--- src/rtl/mmio_timer.sv ---
// Memory-mapped timer: prescaled 32-bit up-counter with compare match, overflow,
// auto-reload and a level interrupt. Reads are combinational so a single-cycle core never stalls.
module mmio_timer #(
  parameter int unsigned     XLEN       = 32,
  parameter logic [XLEN-1:0] BASE_ADDR  = 32'h1000_0000,
  parameter int unsigned     PRESCALE_W = 16
) (
  input  logic            clk,
  input  logic            rst,
  input  logic            MemRead,
  input  logic            MemWrite,
  input  logic [XLEN-1:0] address,
  input  logic [XLEN-1:0] WriteData,
  output logic [XLEN-1:0] ReadData,
  output logic            sel,
  output logic            irq
);

  localparam logic [2:0] OffCtrl     = 3'd0;
  localparam logic [2:0] OffPrescale = 3'd1;
  localparam logic [2:0] OffCount    = 3'd2;
  localparam logic [2:0] OffCompare  = 3'd3;
  localparam logic [2:0] OffStatus   = 3'd4;

  // ctrl_q: {IRQ_EN, AUTO, EN}; status_q: {OVF, MATCH}
  logic [2:0]            ctrl_q, ctrl_d;
  logic [PRESCALE_W-1:0] prescale_q, prescale_d;
  logic [XLEN-1:0]       count_q, count_d;
  logic [XLEN-1:0]       compare_q, compare_d;
  logic [1:0]            status_q, status_d;
  logic [PRESCALE_W-1:0] pre_cnt_q, pre_cnt_d;

  logic [2:0] offset;
  logic       wr_en;
  logic       tick;
  logic       match_set;
  logic       ovf_set;
  logic       en_clr;
  logic       unused_addr;

  assign sel         = (address[XLEN-1:5] == BASE_ADDR[XLEN-1:5]);
  assign offset      = address[4:2];
  assign wr_en       = sel & MemWrite;
  assign unused_addr = ^address[1:0];

  assign tick = ctrl_q[0] & (pre_cnt_q == prescale_q);
  assign irq  = ctrl_q[2] & status_q[0];

  always_comb begin
    match_set  = 1'b0;
    ovf_set    = 1'b0;
    en_clr     = 1'b0;
    count_d    = count_q;
    ctrl_d     = ctrl_q;
    prescale_d = prescale_q;
    compare_d  = compare_q;
    status_d   = status_q;
    pre_cnt_d  = (!ctrl_q[0] || tick) ? '0 : pre_cnt_q + PRESCALE_W'(1);

    if (tick) begin
      if (count_q == compare_q) begin
        match_set = 1'b1;
        if (ctrl_q[1]) count_d = '0;
        else           en_clr  = 1'b1;
      end else if (count_q == '1) begin
        count_d = '0;
        ovf_set = 1'b1;
      end else begin
        count_d = count_q + XLEN'(1);
      end
    end

    if (en_clr) ctrl_d[0] = 1'b0;

    // Software writes override hardware updates, except status flags set this cycle.
    if (wr_en) begin
      case (offset)
        OffCtrl:     ctrl_d     = WriteData[2:0];
        OffPrescale: prescale_d = WriteData[PRESCALE_W-1:0];
        OffCount: begin
          count_d   = WriteData;
          pre_cnt_d = '0;
        end
        OffCompare:  compare_d  = WriteData;
        OffStatus:   status_d   = status_q & ~WriteData[1:0];
        default: ;
      endcase
    end

    status_d = status_d | {ovf_set, match_set};
  end

  always_ff @(posedge clk) begin
    if (rst) begin
      ctrl_q     <= '0;
      prescale_q <= '0;
      count_q    <= '0;
      compare_q  <= '1;
      status_q   <= '0;
      pre_cnt_q  <= '0;
    end else begin
      ctrl_q     <= ctrl_d;
      prescale_q <= prescale_d;
      count_q    <= count_d;
      compare_q  <= compare_d;
      status_q   <= status_d;
      pre_cnt_q  <= pre_cnt_d;
    end
  end

  always_comb begin
    ReadData = '0;
    if (sel && MemRead) begin
      case (offset)
        OffCtrl:     ReadData = XLEN'(ctrl_q);
        OffPrescale: ReadData = XLEN'(prescale_q);
        OffCount:    ReadData = count_q;
        OffCompare:  ReadData = compare_q;
        OffStatus:   ReadData = XLEN'(status_q);
        default:     ReadData = '0;
      endcase
    end
  end

endmodule

--- config.mk ---
export PLATFORM = sky130hd
export DESIGN_NAME = mmio_timer
export DESIGN_NICKNAME = d
export VERILOG_FILES = /design/src/rtl/mmio_timer.sv
export SDC_FILE = /design/constraint.sdc
export NUM_CORES = 1
export LEC_CHECK = 0
export CORE_UTILIZATION = 45
export DETAILED_ROUTE_END_ITERATION = 7
export GPL_TIMING_DRIVEN = 0
export PLACE_DENSITY = 0.69
export SLEW_MARGIN = 20
export SYNTH_ARGS = -nofsm -noshare
export SYNTH_HDL_FRONTEND = slang
export SYNTH_SLANG_ARGS = --single-unit
--- constraint.sdc ---
create_clock -name clk -period 5.22 [get_ports clk]
set_clock_uncertainty 0.1 [all_clocks]
set_input_delay 1.044 -clock clk [delete_from_list [all_inputs] [get_ports clk]]
set_output_delay 1.044 -clock clk [all_outputs]
set_load 0.005 [all_outputs]
; ---- Word-level counts from Yosys, hierarchy flattened
; Cells that the tools add are included.
[classes]
n_addsub = 2
eq_ne = 8
mux = 24
bitwise = 6
reduce_logical = 7
[ops]
columns = operator, count
row1 = 32-bit two-way mux, 7
row2 = 32-bit case mux with 5 select lines, 1
row3 = 16-bit two-way mux, 3
row4 = "32-bit by 1-bit adder with 32-bit output, second input constant", 1
row5 = 32-bit equality test, 1
row6 = "32-bit equality test, second input constant", 1
row7 = "27-bit by 24-bit equality test with 1-bit output, second input constant", 1
row8 = "16-bit by 1-bit adder with 16-bit output, second input constant", 1
row9 = 16-bit equality test, 1
row10 = 1-bit two-way mux, 11
row11 = "3-bit by 2-bit equality test with 1-bit output, second input constant", 2
row12 = 2-bit AND reduction, 3
row13 = 2-bit two-way mux, 2
row14 = 1-bit AND, 3
row15 = "3-bit by 1-bit equality test with 1-bit output, second input constant", 1
row16 = "3-bit equality test, second input constant", 1
row17 = 3-bit zero test, 1
row18 = 2-bit AND, 1
row19 = 2-bit NOT, 1
row20 = 2-bit OR, 1
row21 = 1-bit logical AND, 1
row22 = 1-bit zero test, 1
row23 = 1-bit logical OR, 1
[totals]
regBits = 101
in_bits = 68
output_inout_bits = 34
wordCells = 54

; ---- Longest topological paths before layout
[depth]
ltp_word = 6
ltp_mapped = 10

; ---- Least setup slack after synthesis
; OpenSTA, ideal clock, no wires.
[synth_path]
kind = in2out
startpoint = in address[15]
endpoint = out ReadData[10]
t_arrival_ns = 2.683
path_slack_ns = 1.393
cell_stages = 8
path_buffers = 2
cell_sequence = nor4_1 -> nand4_1 -> nor3_4 -> nand3_2 -> or2_1 -> clkbuf_1 -> buf_2 -> nor2_1
[synth_between]
elab_chain_cells = 3
[synth_rtl]
columns = item, line_no
row1 = start: declaration, 12  ; input logic [XLEN-1:0] address,
row2 = 27-bit by 24-bit equality test with 1-bit output, 41  ; assign sel = (address[XLEN-1:5] == BASE_ADDR[XLEN-1:5]);
row3 = named net sel, 15  ; output logic sel,
row4 = 1-bit logical AND, 113  ; if (sel && MemRead) begin
row5 = 32-bit two-way mux, 113
row6 = end: declaration, 14  ; output logic [XLEN-1:0] ReadData,
; The timed path passes the listed nets, and every way through them passes these cells.

; ---- Worst setup path in the final report
[layout_path]
startpoint = in address[3]
endpoint = out ReadData[29]
[layout_between]
elab_chain_cells = 3
elab_cells_between_ends = 7
[layout_rtl]
columns = item, line_no
row1 = 3-bit equality test (tied with other cells), 114  ; case (offset)
row2 = 32-bit case mux with 5 select lines *, 114
row3 = 32-bit two-way mux *, 113
; Mark *: on every way between the ends. The rest lies on a longest branch, timed or not.

==> results.ini <==
[outcome]
status = finished clean

[timing]
timing.hold.ws_ns = 0.412
setup_slack_ns = 0.212
drv_slew = 0
maxSlewHeadroom_pct = 38.8
rsz0062_at_grt = no
period_minus_slack_ns = 5.01
setup_viol = 0
clock.fmax_mhz = 200
finalCritPeriodShare_pct = 95.9
final-hold-violation-count = 0
worst_pin_slew_ns = 0.918

[worst_setup_path]
required_ns = 4.08
cp-end-kind = primary output
crit_path_start_kind = input port
slowest_stage = clkdlybuf4s50_1
critPathMaxFanout = 10
slowest_delay_ns = 0.60
path_cells = clkdlybuf4s50_1 > nor2b_1 > nor2b_1 > buf_2 > clkbuf_1 > a22oi_1 > nor2_1 > clkdlybuf4s50_1
critPathArrivalTime_ns = 3.86
critical_path_class = input port to primary output

[power]
ir_drop_uv = 176
finalPower_mw = 1.65
power.density_nw_per_um2 = 211
p_leak_nw = 2.58

[final_layout]
layout_commonest_cell = nor2_1
layout-drive-gt1-share_pct = 10.4
fin_nets = 940
fill_cells = 1229
area_growth_syn_to_layout_pct = 24.8
final_cells = 1051
antenna_cells = 0
layout_common_cells = nor2_1 (110), dfxtp_1 (101), clkdlybuf4s50_1 (99)
postLayoutCoreUtil_pct = 58.1

[route]
drt_iter0_markers = 607
vias = 6355
routedWlPerCell_um = 21.2
viasPerCell = 6.05
route.detailed.drc = 0
first_pass_iters = 5
detail_route.wirelength_mm = 22.3
antenna_left = 0

[global_routing]
grt_pass1_vias = 6273
grt_usage_pct = 31.7
grt_max_degree = 21
grt_util_met1_pct = 38.0
busiest_layer = met2
overflow = 0
met3_usage_pct = 6.80
grt_util_met2_pct = 53.0
grt_pass1_wl_mm = 34.4
antenna_found_initial = 0

[place]
port_buffers = 99
dp.cells = 1032
dp_hpwl_mm = 16.8
post-place-ws_ns = -0.0137
place.gp.congestion = 0.956

[clocking]
cts_inserted_buffers = 9
clock-root-buffer = clkbuf_16
clk_latency_ns = 0.36
cts_buffer_depth = 2
clk_pin_slew_ns = 0.07
h-tree-depth = 3
cts_tree = yes
cts_sinks = 101

[synth]
avgSynthCellArea_um2 = 8.24
ys_async_sr_fraction_pct = 0
synth_ff_type = dfxtp_1
synth_cells = 757
synth_cell_type_count = 61
seq_area_frac_synth_pct = 32.4
synth_edf_count = 0
syn-num-nets = 827
netlist.area_leader.share_pct = 32.4
ys_warn_count = 0
ys_ff_latch = 101
synth.cell_area_um2 = 6240
yosysTopAreaCell = dfxtp_1
synthTopCellsByArea = dfxtp_1 (32%), nor2_1 (6.6%), xor2_1 (5.9%)

[floorplan]
die_x_um = 120
num_rows = 42
die-area_um2 = 14300
io_pins = 102
start_util_pct = 46.5
chipHeight_um = 120
core_area_um2 = 13400

[flow_run]
maxCapViolations = 0

[worst_hold_path]
hold_class = flop to flop

-- Yosys cell counts, types with 5 or more instances --
master / number
nand4_1: 23
o21bai_1: 9
nand3_1: 23
nor2_1: 110
a211oi_1: 19
dfxtp_1: 101
a21oi_1: 24
a311oi_1: 9
and3_1: 17
a22oi_1: 29
xor2_1: 42
nor3_1: 17
a211o_1: 33
nand2_1: 30
inv_1: 6
and4_1: 5
mux2_2: 13
mux2i_1: 20
clkbuf_1: 26
and2_1: 8
o21ai_0: 22
nor2b_1: 37
xnor2_1: 19
nor4_1: 17
buf_2: 34
a31oi_1: 5
-- kinds of logic (layout without fill, tap and decap cells) --
| kind of cell | after synthesis | count (layout) | synth area share [%] |
|---|---|---|---|
| buffers and inverters | 75 | 193 | 5.82 |
| muxes | 36 | 36 | 6.46 |
| and+or+nand+nor | 311 | 311 | 26.3 |
| xor gates and xnor gates | 62 | 62 | 8.83 |
| adders and majority gates | 2 | 2 | 0.401 |
| DFF | 101 | 101 | 32.4 |
| AOI/OAI and AO/OA | 170 | 170 | 19.8 |
-- final cells by class --
class / instances / area [um2] / share of cell area (%)
buffer: 69 / 340 / 4.37
clock buffer: 9 / 225 / 2.89
clock inverter: 7 / 80.1 / 1.03
inverter: 6 / 22.5 / 0.289
multi-input combinational: 581 / 3860 / 49.6
sequential: 101 / 2020 / 26.0
tap: 176 / 220 / 2.83
timing repair buffer: 102 / 1010 / 13.0
-- per-layer routing --
layer	routed length [um]	part of all wire [%]	up-vias
li1	-	-	2968
met1	9310	42	3064
met2	10500	47	265
met3	1570	7.0	58
met4	943	4.2	0
met5	0	0	-
-- registers in the layout, summed over array words and instances (netlist names) --
name / cells
status_q: 2
compare_q: 32
count_q: 32
ctrl_q: 3
pre_cnt_q: 16
prescale_q: 16
-- power by group --
part	internal, mW	switching (mW)
Clock	0.341	0.349
Combinational	0.0817	0.0849
Sequential	0.778	0.0100
-- worst paths after layout --
path / from / endpoint / slack (ns) / cells past startpoint
max: address[3] / ReadData[29] / 0.21 / 8
min: pre_cnt_q[0]$_SDFF_PP0_ / pre_cnt_q[0]$_SDFF_PP0_ / 0.41 / 1
max reg2reg: count_q[24]$_SDFF_PP0_ / count_q[26]$_SDFF_PP0_ / 2.19 / 7
min reg2reg: pre_cnt_q[0]$_SDFF_PP0_ / pre_cnt_q[0]$_SDFF_PP0_ / 0.41 / 1
-- what timing repair did --
action	in CTS	in global routing
setup endpoints to repair	2	10
resized for setup	1	0
cloned	0	0
buffers inserted	0	3
hold buffers	0	0
pin swaps	0	1
-- critical path, delay by kind of cell --
family	cells	cell delay, ns
AOI/OAI and AO/OA	1	0.18
buffers and inverters	4	1.85
and+or+nand+nor	3	0.79
-- stage by stage --
stage	setup TNS, ns	area, um2
2_1_floorplan	0	6240
3_5_place_dp	-0.0203	7450
3_3_place_gp	0	7450
6_report	0	7780
4_1_cts	0	7760
5_1_grt	0	7780
(Power assumes the default switching activity.)
